[src/rtl/testvec_stream_framer_if.sv]
// Stream bundle for the test-vector framer: free-running source side (s_*)
// and AXI-Stream master side (m_*). "master" is the framer's view.
interface testvec_stream_framer_if #(
  parameter int DATA_W = 64
);
  logic [DATA_W-1:0]   s_tdata;
  logic                s_tvalid;
  logic [DATA_W-1:0]   m_tdata;
  logic [DATA_W/8-1:0] m_tkeep;
  logic                m_tlast;
  logic                m_tvalid;
  logic                m_tready;

  modport master (
    input  s_tdata, s_tvalid, m_tready,
    output m_tdata, m_tkeep, m_tlast, m_tvalid
  );

  modport slave (
    output s_tdata, s_tvalid, m_tready,
    input  m_tdata, m_tkeep, m_tlast, m_tvalid
  );
endinterface

[src/rtl/testvec_stream_framer.sv]
// Buffers a valid-only test-vector stream in a small FIFO and cuts it into
// fixed-length AXI-Stream packets; beats arriving on a full FIFO are dropped.
module testvec_stream_framer #(
  parameter int DATA_W     = 64,
  parameter int FIFO_DEPTH = 16,
  parameter int LEN_W      = 16
) (
  input  logic                    clk,
  input  logic                    rst_n,
  input  logic                    cfg_enable,
  input  logic [LEN_W-1:0]        cfg_pkt_len,
  testvec_stream_framer_if.master bus,
  output logic [31:0]             stat_pkt_cnt,
  output logic [31:0]             stat_drop_cnt,
  output logic                    stat_overflow,
  output logic                    busy
);

  localparam int KEEP_W = DATA_W / 8;
  localparam int AW     = $clog2(FIFO_DEPTH);
  localparam int CW     = AW + 1;

  typedef enum logic [1:0] {IDLE, RUN, PAD} state_t;

  logic [1:0]        r_rst_sync;
  logic              w_rst_n;
  state_t            r_state, w_state_nxt;
  logic [LEN_W-1:0]  r_len, w_len_nxt;
  logic [LEN_W-1:0]  r_beat, w_beat_nxt;
  logic              w_beat_last;
  logic              w_wr, w_wr_real, w_drop, w_rd;
  logic              w_full, w_empty;
  logic [AW-1:0]     r_wr_ptr, r_rd_ptr;
  logic [CW-1:0]     r_count;
  logic [DATA_W-1:0] r_mem_data [FIFO_DEPTH];
  logic              r_mem_real [FIFO_DEPTH];
  logic              r_mem_last [FIFO_DEPTH];
  logic              w_m_last;
  logic [31:0]       r_pkt_cnt, r_drop_cnt;
  logic              r_overflow;

  // Reset asserts asynchronously, releases on the clock.
  always_ff @(posedge clk or negedge rst_n) begin
    if (!rst_n) r_rst_sync <= 2'b00;
    else        r_rst_sync <= {r_rst_sync[0], 1'b1};
  end
  assign w_rst_n = r_rst_sync[1];

  assign w_full      = (r_count == CW'(FIFO_DEPTH));
  assign w_empty     = (r_count == '0);
  assign w_rd        = !w_empty && bus.m_tready;
  assign w_beat_last = (r_beat == r_len - LEN_W'(1));

  always_comb begin
    w_state_nxt = r_state;
    w_len_nxt   = r_len;
    w_beat_nxt  = r_beat;
    w_wr        = 1'b0;
    w_wr_real   = 1'b0;
    w_drop      = 1'b0;
    case (r_state)
      IDLE: begin
        if (cfg_enable) begin
          w_len_nxt   = (cfg_pkt_len == '0) ? LEN_W'(1) : cfg_pkt_len;
          w_beat_nxt  = '0;
          w_state_nxt = RUN;
        end
      end
      RUN: begin
        if (bus.s_tvalid) begin
          if (w_full) begin
            w_drop = 1'b1;
          end else begin
            w_wr       = 1'b1;
            w_wr_real  = 1'b1;
            w_beat_nxt = w_beat_last ? '0 : r_beat + LEN_W'(1);
          end
        end
        // Decide on the post-write count so a beat accepted as cfg_enable
        // falls can itself close the packet.
        if (!cfg_enable) w_state_nxt = (w_beat_nxt == '0) ? IDLE : PAD;
      end
      PAD: begin
        if (!w_full) begin
          w_wr       = 1'b1;
          w_beat_nxt = w_beat_last ? '0 : r_beat + LEN_W'(1);
          if (w_beat_last) w_state_nxt = IDLE;
        end
      end
      default: w_state_nxt = IDLE;
    endcase
  end

  always_ff @(posedge clk or negedge w_rst_n) begin
    if (!w_rst_n) begin
      r_state <= IDLE;
      r_len   <= LEN_W'(1);
      r_beat  <= '0;
    end else begin
      r_state <= w_state_nxt;
      r_len   <= w_len_nxt;
      r_beat  <= w_beat_nxt;
    end
  end

  // Storage is not reset; outputs are masked while the FIFO is empty.
  always_ff @(posedge clk) begin
    if (w_wr) begin
      r_mem_data[r_wr_ptr] <= w_wr_real ? bus.s_tdata : '0;
      r_mem_real[r_wr_ptr] <= w_wr_real;
      r_mem_last[r_wr_ptr] <= w_beat_last;
    end
  end

  always_ff @(posedge clk or negedge w_rst_n) begin
    if (!w_rst_n) begin
      r_wr_ptr <= '0;
      r_rd_ptr <= '0;
      r_count  <= '0;
    end else begin
      if (w_wr) r_wr_ptr <= r_wr_ptr + AW'(1);
      if (w_rd) r_rd_ptr <= r_rd_ptr + AW'(1);
      if (w_wr && !w_rd)      r_count <= r_count + CW'(1);
      else if (!w_wr && w_rd) r_count <= r_count - CW'(1);
    end
  end

  assign w_m_last     = !w_empty && r_mem_last[r_rd_ptr];
  assign bus.m_tvalid = !w_empty;
  assign bus.m_tdata  = w_empty ? '0 : r_mem_data[r_rd_ptr];
  assign bus.m_tkeep  = (!w_empty && r_mem_real[r_rd_ptr]) ? {KEEP_W{1'b1}} : '0;
  assign bus.m_tlast  = w_m_last;

  always_ff @(posedge clk or negedge w_rst_n) begin
    if (!w_rst_n) begin
      r_pkt_cnt  <= '0;
      r_drop_cnt <= '0;
      r_overflow <= 1'b0;
    end else begin
      if (w_rd && w_m_last)               r_pkt_cnt  <= r_pkt_cnt + 32'd1;
      if (w_drop && (r_drop_cnt != '1))   r_drop_cnt <= r_drop_cnt + 32'd1;
      if (w_drop)                         r_overflow <= 1'b1;
    end
  end

  assign stat_pkt_cnt  = r_pkt_cnt;
  assign stat_drop_cnt = r_drop_cnt;
  assign stat_overflow = r_overflow;
  assign busy          = (r_state != IDLE) || !w_empty;

endmodule

[src/flat_wrapper.sv]
// flat-port wrapper written by rule: the top's interface ports become plain ports
module testvec_stream_framer_flat 
#(
  parameter int DATA_W     = 64,
  parameter int FIFO_DEPTH = 16,
  parameter int LEN_W      = 16
)
  (clk, rst_n, cfg_enable, cfg_pkt_len, stat_pkt_cnt, stat_drop_cnt, stat_overflow, busy, bus_s_tdata, bus_s_tvalid, bus_m_tready, bus_m_tdata, bus_m_tkeep, bus_m_tlast, bus_m_tvalid);
  testvec_stream_framer_if #(.DATA_W(DATA_W)) bus_i ();
  input  logic clk;
  input  logic rst_n;
  input  logic cfg_enable;
  input  logic [LEN_W-1:0] cfg_pkt_len;
  output logic [31:0] stat_pkt_cnt;
  output logic [31:0] stat_drop_cnt;
  output logic stat_overflow;
  output logic busy;
  input wire logic [$bits(bus_i.s_tdata)-1:0] bus_s_tdata;
  input wire logic [$bits(bus_i.s_tvalid)-1:0] bus_s_tvalid;
  input wire logic [$bits(bus_i.m_tready)-1:0] bus_m_tready;
  output wire logic [$bits(bus_i.m_tdata)-1:0] bus_m_tdata;
  output wire logic [$bits(bus_i.m_tkeep)-1:0] bus_m_tkeep;
  output wire logic [$bits(bus_i.m_tlast)-1:0] bus_m_tlast;
  output wire logic [$bits(bus_i.m_tvalid)-1:0] bus_m_tvalid;
  assign bus_i.s_tdata = bus_s_tdata;
  assign bus_i.s_tvalid = bus_s_tvalid;
  assign bus_i.m_tready = bus_m_tready;
  assign bus_m_tdata = bus_i.m_tdata;
  assign bus_m_tkeep = bus_i.m_tkeep;
  assign bus_m_tlast = bus_i.m_tlast;
  assign bus_m_tvalid = bus_i.m_tvalid;
  testvec_stream_framer #(.DATA_W(DATA_W), .FIFO_DEPTH(FIFO_DEPTH), .LEN_W(LEN_W)) u_core (.clk(clk), .rst_n(rst_n), .cfg_enable(cfg_enable), .cfg_pkt_len(cfg_pkt_len), .bus(bus_i), .stat_pkt_cnt(stat_pkt_cnt), .stat_drop_cnt(stat_drop_cnt), .stat_overflow(stat_overflow), .busy(busy));
endmodule
[config.mk]
export PLATFORM = sky130hd
export DESIGN_NAME = testvec_stream_framer_flat
export DESIGN_NICKNAME = d
export VERILOG_FILES = /design/src/rtl/testvec_stream_framer_if.sv /design/src/rtl/testvec_stream_framer.sv /design/src/flat_wrapper.sv
export SDC_FILE = /design/constraint.sdc
export NUM_CORES = 1
export LEC_CHECK = 0
export ABC_AREA = 0
export CAP_MARGIN = 15
export CORE_UTILIZATION = 45
export DETAILED_ROUTE_END_ITERATION = 16
export GPL_TIMING_DRIVEN = 0
export SYNTH_ARGS = -nofsm -noshare
export SYNTH_HDL_FRONTEND = slang
export SYNTH_SLANG_ARGS = --single-unit
[constraint.sdc]
create_clock -name clk -period 10.15 [get_ports clk]
set_input_delay 2.03 -clock clk [delete_from_list [all_inputs] [get_ports clk]]
set_output_delay 2.03 -clock clk [all_outputs]
set_load 0.03 [all_outputs]
== Yosys cells after proc, flatten, opt, wreduce, memory -nomap -nowiden ==
Memories as Yosys holds them, arrays and structs flattened.
Cells that the tools add are included.

* Register bits: 114
* Latch bits: 0
* Bits in writable memories: 1,056
* Bits in read-only memories: 0
* Bits of input ports: 85
* Output and inout port bits: 140
* Logic and storage cells: 78
* Memories: 3

{| class="wikitable"
|+ Memory list
! name !! depth !! width !! rd ports !! clocked after Yosys merged registers in !! wr ports !! line !! RTL
|-
| u_core.r_mem_data || 16 || 64 || 1 || 0 || 1 || testvec_stream_framer.sv:35 || <nowiki>logic [DATA_W-1:0] r_mem_data [FIFO_DEPTH];</nowiki>
|-
| u_core.r_mem_last || 16 || 1 || 1 || 0 || 1 || testvec_stream_framer.sv:37 || <nowiki>logic r_mem_last [FIFO_DEPTH];</nowiki>
|-
| u_core.r_mem_real || 16 || 1 || 1 || 0 || 1 || testvec_stream_framer.sv:36 || <nowiki>logic r_mem_real [FIFO_DEPTH];</nowiki>
|}

* Add/subtract/negate cells: 8
* $mul: 0
* Divide/modulo/power cells: 0
* Magnitude comparators: 0
* Equality and inequality tests: 9
* Shift-type cells: 0
* Multiplexer cells: 27
* Bitwise logic cells: 0
* Reduce and logical (&&, ||, !) cells: 21

{| class="wikitable"
|+ Operators with widths
! kind !! count
|-
| $mux 64 || 2
|-
| $mux 16 || 6
|-
| $add 32x1->32 const B || 2
|-
| $pmux 16 s3 || 1
|-
| $logic_not 16->1 || 2
|-
| $ne 32x32->1 const B || 1
|-
| $add 16x1->16 const B || 1
|-
| $eq 16x16->1 || 1
|-
| $sub 16x1->16 const B || 1
|-
| $mux 2 || 5
|-
| $mux 5 || 2
|-
| $add 4x1->4 const B || 2
|-
| $mux 1 || 8
|-
| $mux 8 || 1
|-
| $logic_and 1x1->1 || 7
|-
| $ne 2x2->1 const B || 3
|-
| $pmux 2 s3 || 1
|-
| $add 5x1->5 const B || 1
|-
| $eq 5x5->1 const B || 1
|-
| $logic_not 5->1 || 1
|-
| $sub 5x1->5 const B || 1
|-
| $reduce_and 2->1 || 2
|-
| $reduce_and 4->1 || 1
|-
| $reduce_bool 2->1 || 2
|-
| 8 further kinds || 10
|}

== Logic depth before layout (Yosys ltp) ==
Gate-level depths: netlist of the first run.

* Depth after elaboration: 10
* Gate-level depth with buffers: 15
* Depth with buffers taken out: 13

== Worst setup path before layout of the first run ==
OpenSTA, ideal clock, no wires.

* Path type: input to register
* From: in bus_s_tvalid
* To: mem u_core.r_mem_data[4][0] (enable)
* Library setup time: 0.571 ns
* Arrival: 7.241 ns
* Data required time: 9.579 ns
* Setup slack: 2.338 ns
* Stages on the path: 6
* Path buffers: 1
* Cell sequence: nand2_1 -> nand2_1 -> and3_1 -> clkbuf_1 -> nand2_1 -> nor3_1

* Longest elaborated chain between the ends: 4

{| class="wikitable"
|+ RTL lines
! item !! line !! RTL
|-
| start, declared || flat_wrapper.sv:19 || <nowiki>input wire logic [$bits(bus_i.s_tvalid)-1:0] bus_s_tvalid;</nowiki>
|-
| $mux 1 || testvec_stream_framer.sv:70 || <nowiki>if (bus.s_tvalid) begin</nowiki>
|-
| $pmux 1 s2 || testvec_stream_framer.sv:61 || <nowiki>case (r_state)</nowiki>
|-
| net u_core.w_wr || testvec_stream_framer.sv:31 || <nowiki>logic w_wr, w_wr_real, w_drop, w_rd;</nowiki>
|-
| $mux 1 || testvec_stream_framer.sv:108 || <nowiki>if (w_wr) begin</nowiki>
|-
| $mux 1 || testvec_stream_framer.sv:109 || <nowiki>r_mem_data[r_wr_ptr] <= w_wr_real ? bus.s_tdata : '0;</nowiki>
|-
| end, declared || testvec_stream_framer.sv:35 ||
|}

The timed path passes the listed nets, and every way through them passes these cells.

== Final worst setup path of the first run ==
* From: reg u_core.r_rd_ptr[0]
* To: out bus_m_tkeep[6]

* Longest elaborated chain between the ends: 3

{| class="wikitable"
|+ RTL lines
! item !! line !! RTL
|-
| start, declared || testvec_stream_framer.sv:33 || <nowiki>logic [AW-1:0] r_wr_ptr, r_rd_ptr;</nowiki>
|-
| start signal, assigned || testvec_stream_framer.sv:122 || <nowiki>if (w_rd) r_rd_ptr <= r_rd_ptr + AW'(1);</nowiki>
|-
| $mem_v2 16x1 || - ||
|-
| $logic_and 1x1->1 || testvec_stream_framer.sv:131 || <nowiki>assign bus.m_tkeep = (!w_empty && r_mem_real[r_rd_ptr]) ? {KEEP_W{1'b1}} : '0;</nowiki>
|-
| $mux 8 || testvec_stream_framer.sv:131 ||
|-
| end, declared || flat_wrapper.sv:22 || <nowiki>output wire logic [$bits(bus_i.m_tkeep)-1:0] bus_m_tkeep;</nowiki>
|}

Every way passes these cells.

==> results of run 1 <==
## flip-flops by register name, indices dropped and copies added (netlist names)
| register | cells |
|---|---|
| u_core.r_rd_ptr | 4 |
| u_core.r_mem_data | 1024 |
| u_core.r_state | 2 |
| u_core.stat_drop_cnt | 32 |
| u_core.r_len | 16 |
| u_core.r_count | 5 |
| u_core.r_mem_real | 16 |
| u_core.r_beat | 16 |
| u_core.r_mem_last | 16 |
| u_core.stat_overflow | 1 |
| u_core.r_rst_sync | 2 |
| u_core.stat_pkt_cnt | 32 |
| u_core.r_wr_ptr | 4 |
## power groups by stage
stage                     Combinational [mW]  Sequential, mW  Clock, mW
final                                   5.63            5.82       4.39
after global routing                    5.98            5.85       4.65
after CTS                               5.68            5.82       4.47
after detailed placement                5.66            5.92          0
after global placement                  5.52            5.96          0
after floorplan                         3.57            5.93          0
## per-layer routing
| layer | vias to the layer above | global-route usage, % |
|---|---|---|
| li1 | 10200 | - |
| met5 | - | 0 |
| met1 | 12900 | 31.2 |
| met2 | 850 | 34.9 |
| met4 | 2 | 4.79 |
| met3 | 114 | 3.91 |
## cells in the final DEF (no fill, tap or decap), types with 11 or more instances in the layout
cell and count:
dfrtp_1 112, xor2_1 17, nor2_1 30, buf_8 16, nor4_1 15, buf_1 21, ha_1 16, nand4_1 28
clkinv_2 21, clkinv_1 29, bufinv_16 17, clkbuf_16 118, nor3_1 13, mux2_2 19, mux4_2 330, nand3_1 49
xnor2_1 80, and2_1 143, nand2_1 71, buf_6 31, clkbuf_1 113, inv_1 27, and3_1 14, edfxtp_1 1056
buf_12 22, clkdlybuf4s50_1 224, o21ai_0 11, a21oi_1 23
## cells by family (layout without fill, tap and decap cells)
logic type | count (synthesis) | in the layout | share of synthesized area [%]
compound gates | 85 | 85 | 1.24
xor+xnor | 98 | 98 | 1.85
fa+ha+maj | 17 | 17 | 0.470
buf+inv | 152 | 672 | 1.28
flops | 1170 | 1170 | 73.7
mux | 355 | 355 | 16.4
other cells | 1 | 2 | 0.00800
simple gates | 417 | 417 | 5.00
## final timing paths
path                                            from                       end  slack (ns)  cells past startpoint
worst max-delay path              u_core.r_rd_ptr[0]            bus_m_tkeep[6]        2.21                      9
worst min-delay path            u_core.r_rst_sync[0]      u_core.r_rst_sync[1]        0.35                      0
worst max register to register     u_core.r_state[1]  u_core.r_mem_data[1][18]        6.26                     10
worst min register to register  u_core.r_rst_sync[0]      u_core.r_rst_sync[1]        0.35                      0
max in group asynchronous                      rst_n      u_core.r_rst_sync[1]        8.53                      1
min in group asynchronous       u_core.r_rst_sync[1]    u_core.stat_pkt_cnt[9]        0.45                      0
## worst reg2reg max path: stages, from the launching register on
cell and delay [ns]:
dfrtp_1 0.40, inv_1 0.10, ha_1 0.15, clkbuf_1 0.28, nand2_1 0.13, nand2_1 0.14
and3_1 0.17, clkbuf_1 0.37, nor3b_1 0.57, and2_4 0.88, buf_16 0.30
## layout make-up
cell class / count / area [sq um]
Antenna cell: 1 / 2.50
Buffer: 125 / 499
Clock buffer: 137 / 3020
Clock inverter: 84 / 910
Fill cell: 7954 / 47300
Inverter: 27 / 101
Multi-Input combinational cell: 973 / 11800
Sequential cell: 1170 / 34600
Tap cell: 1380 / 1730
Timing Repair Buffer: 299 / 3420
==> results.cfg, run 1 <==
[floorplanning]
initial_utilization_pct = 45.4
rows = 118
die_width_um = 325
dieArea_sq_um = 105000
die_y_um = 325
core_area_sq_um = 103000
ios = 225

[synth]
syn_area_sq_um = 46900
synth_edf_count = 1056
yosysUniqueCellTypes = 75
synthFlopType = edfxtp_1
syn-instance-count = 2295
synth_top_area_share_pct = 67.6
yosysWarnings = 0
synthTopCellsByArea = edfxtp_1, mux4_2, dfrtp_1
yosys.area.top_type = edfxtp_1
yosysSeqAreaShare_pct = 73.7
async_flop_share_pct = 9.74
synth_seq_cells = 1170
syn_avg_cell_area_sq_um = 20.4
synthMostInstantiatedCell = edfxtp_1
syn-num-nets = 2397
synth_common_cells = edfxtp_1, mux4_2, and2_1

[job]
maxCapViolations = 0

[sta]
hold_viol = 0
clock_skew_ns = 0.0279
timing.final.ws_setup_ns = 2.21
slew_headroom_pct = 24.5
tightest_slew_ns = 1.13
fin_tns_setup_ns = 0
final_max_slew_viol_count = 0
max_freq_mhz = 126
rsz0062_at_grt = false
layout_min_cycle_time_ns = 7.94
whs_ns = 0.354
min_period_over_period_pct = 78.2
setup_viol = 0

[min_path]
worstHoldPathType = reg -> reg

[routing]
postRouteAntennaNets = 0
routed-wl-met3_um = 7860
wl_met1_um = 49100
wl_per_cell_um = 27.0
first_pass_iters = 8
met2_length_um = 54700
drt_first_iter_violations = 2164
drc = 0
via_per_inst = 5.73
drt_wl_total_um = 113000
vias = 24100
top_layer = met5

[worst_setup_path]
crit_chain = buf_2, clkbuf_1, clkbuf_1, buf_1, mux4_2, mux4_2, and2_1, buf_4, clkdlybuf4s50_1
endpoint_kind = primary output
arrival_ns = 5.91
cpLargestDelayFamily = buffers and inverters
slowest_stage = clkbuf_1
crit_path_start_kind = register
crit_type = reg -> out
critPathMaxStageDelay_ns = 0.86
worstPathRequired_ns = 8.12
cp_max_fo = 10
path_buf_inv = 6

[clock_tree]
ctsResizeCount = 0
cts.clk_slew.worst_paths_ns = 0.06
cts_setup_buffers = 0
clockRootBuffer = clkbuf_16
clk_latency_ns = 0.70
cts_buffers = 117
cts_tree = done
holdBufCountCts = 0
ctsHtreeMaxLevel = 3
cts.sinks = 1170
clockBufferDepth = 3

[pwr]
p_clk_share_pct = 27.7
seqPwrFrac_pct = 36.7
p_sw_mw = 5.07
p_total_mw = 15.8
irDropWorstVdd_mv = 0.217
switching_share_pct = 32.0
cellPowerDensity_nw_per_um2 = 283
power_frac_comb_pct = 35.5
intPower_mw = 10.8
p_leak_nw = 18.4

[grt]
grt_max_degree = 68
grt-ovfl-total = 0
grt_pass1_vias = 24700
grt_pass1_wl_um = 167000
grt_util_all_layers_pct = 21.7
antenna_found_initial = 4

[place]
post-dp-hpwl_um = 70700
numPortBuffers = 224
place_inst = 3966
pre_cts_ws_ns = 2.80
placed_area_sq_um = 52000
gp_congestion = 0.874

[cells_and_area]
area_delta_synth_final_pct = 19.5
stdcell_area_sq_um = 56000
final_cells = 4196
final_core_util_pct = 54.2
final_nets = 2815
layout-drive-gt1-share_pct = 22.5

[run_status]
status = finished clean
Power figures use the tool's default switching activity.
==> run 2: changes to the inputs <==
- clock period: 10.15 -> 7.9 ns (I/O delays scaled with it)
==> results of run 2 <==
The final DEF is identical to that of run 1. Status: finished clean.
Main changes from that run: setup slack after placement 2.80 ns -> 0.998 ns; setup slack after layout 2.21 ns -> 0.411 ns; register-to-register setup slack 6.26 ns -> 4.01 ns; total power 15.8 mW -> 20.3 mW; worst IR drop on VDD 0.217 mV -> 0.279 mV
==> run 3: changes to the inputs <==
- SLEW_MARGIN: default -> 20
==> run 3 against run 2 <==
Net effect: core utilization decreased by 0.33 points; total power decreased by 2.4%; sequential power about the same; clock power shrank 7.4%; sequential share of layout area increased by 0.38 points; clock-buffer cell count up 21; highest routed layer is now met4; first-iteration DRC count rose by 3.7%; sequential cell count unchanged; maximum frequency shrank 0.38%; critical endpoint unchanged.
==> results.cfg, run 3 (synthesis results as in run 1) <==
[run_status]
status = finished clean

[worst_setup_path]
cp_max_fo = 10
arrival_ns = 5.94
worstPathRequired_ns = 6.32
r2r_start = u_core.r_state[1]
rrSetupSlack_ns = 3.74
crit_path_start_kind = register
endpoint_kind = primary output
reg2regPathDepth = 14
crit_type = reg -> out
rr_endpoint = u_core.r_mem_data[6][21]
slowest_stage = clkbuf_1
crit_path_start = u_core.r_rd_ptr[0]
crit_chain = buf_2, clkbuf_1, clkbuf_1, buf_1, mux4_2, mux4_2, and2_1, buf_4, clkdlybuf4s50_1
critPathMaxStageDelay_ns = 0.85
crit_end = bus_m_tkeep[6]

[routing]
routed-wl-met3_um = 6780
via_per_inst = 5.73
wl_per_cell_um = 27.0
drc = 0
first_pass_iters = 5
top_layer = met4
met2_length_um = 55500
drt_wl_total_um = 113000
drt_first_iter_violations = 2245
wl_met1_um = 49100
postRouteAntennaNets = 0
vias = 24000

[cells_and_area]
largest_reg_flops = 1024
layout-drive-gt1-share_pct = 23.0
num-fill-cells = 7967
final_cells = 4192
max_flop_register = u_core.r_mem_data
layout_common_cells = edfxtp_1, mux4_2, clkdlybuf4s50_1
stdcell_area_sq_um = 55700
mostFrequentLayoutCell = edfxtp_1
final_nets = 2820
area_delta_synth_final_pct = 18.8

[place]
gp_congestion = 0.874
place_inst = 3979
pre_cts_ws_ns = 0.985
post-dp-hpwl_um = 72000
placed_area_sq_um = 52100
numPortBuffers = 224

[sta]
tightest_slew_ns = 1.09
max_freq_mhz = 133
final_max_slew_viol_count = 0
timing.final.ws_setup_ns = 0.382
rsz0062_at_grt = false
whs_ns = 0.235
slew_headroom_pct = 27.3
min_period_over_period_pct = 95.2
setup_viol = 0
layout_min_cycle_time_ns = 7.52
hold_viol = 0
clock_skew_ns = 0.0529

[clock_tree]
clockBufferDepth = 3
clk_latency_ns = 0.72
cts_setup_buffers = 0
cts_buffers = 117
clockRootBuffer = clkbuf_16
cts_tree = done
cts.clk_slew.worst_paths_ns = 0.06
cts.sinks = 1170
ctsResizeCount = 0
ctsHtreeMaxLevel = 3
holdBufCountCts = 0

[floorplanning]
ios = 225
die_y_um = 325
initial_utilization_pct = 45.4
dieArea_sq_um = 105000
core_area_sq_um = 103000
die_width_um = 325
rows = 118

[pwr]
irDropWorstVdd_mv = 0.283
cellPowerDensity_nw_per_um2 = 357
p_total_mw = 19.9
p_leak_nw = 18.4

[grt]
grt_pass1_vias = 24600
grt_max_degree = 47
grt_util_all_layers_pct = 21.7
grt_pass1_wl_um = 166000
antenna_found_initial = 3
grt-ovfl-total = 0

[job]
maxCapViolations = 0

[min_path]
worstHoldPathType = reg -> async
-- run 3: cell type report --
class	instances	area, sq um	share of cell area (%)
buffer	125	524	0.941
clock buffer	158	3130	5.62
timing repair buffer	304	3400	6.11
clock inverter	53	447	0.802
sequential	1170	34600	62.1
inverter	27	101	0.182
antenna	2	5.00	0.00899
multi-input combinational	973	11800	21.2
tap	1380	1730	3.10
-- run 3: worst max-delay path: cells and delay by family, from the launching register on --
| kind | cells | cell delay, ns |
|---|---|---|
| flip-flops | 1 | 0.35 |
| multiplexers | 2 | 1.19 |
| buffers and inverters | 6 | 3.39 |
| AND/OR/NAND/NOR | 1 | 0.30 |
-- run 3: metal layers --
layer / track usage, % / up-vias
met5: 0 / -
met4: 4.71 / 0
met3: 3.32 / 138
met2: 35.5 / 806
met1: 30.9 / 12900
li1: - / 10200
-- run 3: through the flow --
| stage | util [%] | setup TNS (ns) |
|---|---|---|
| floorplan | - | 0 |
| global placement | 49.2 | -2478.26 |
| detailed placement | 50.4 | 0 |
| CTS | 53.9 | 0 |
| global route | 53.9 | 0 |
| finish | 53.9 | 0 |
-- run 3: worst min path at each step --
stage                    startpoint                     end  slack [ns]  depth (start not counted)
2_1_floorplan  u_core.r_rst_sync[0]    u_core.r_rst_sync[1]        0.33                          0
3_3_place_gp   u_core.r_rst_sync[0]    u_core.r_rst_sync[1]        0.34                          0
3_5_place_dp   u_core.r_rst_sync[1]  u_core.stat_pkt_cnt[9]        0.24                          0
4_1_cts        u_core.r_rst_sync[1]  u_core.stat_pkt_cnt[9]        0.24                          0
5_1_grt        u_core.r_rst_sync[1]  u_core.stat_pkt_cnt[9]        0.26                          0
6_report       u_core.r_rst_sync[1]  u_core.stat_pkt_cnt[9]        0.23                          0
-- run 3: where the power goes --
group	internal (mW)	switching [mW]
Clock	2.91	2.31
Sequential	7.31	0.170
Combinational	3.18	3.99
Total	13.4	6.47
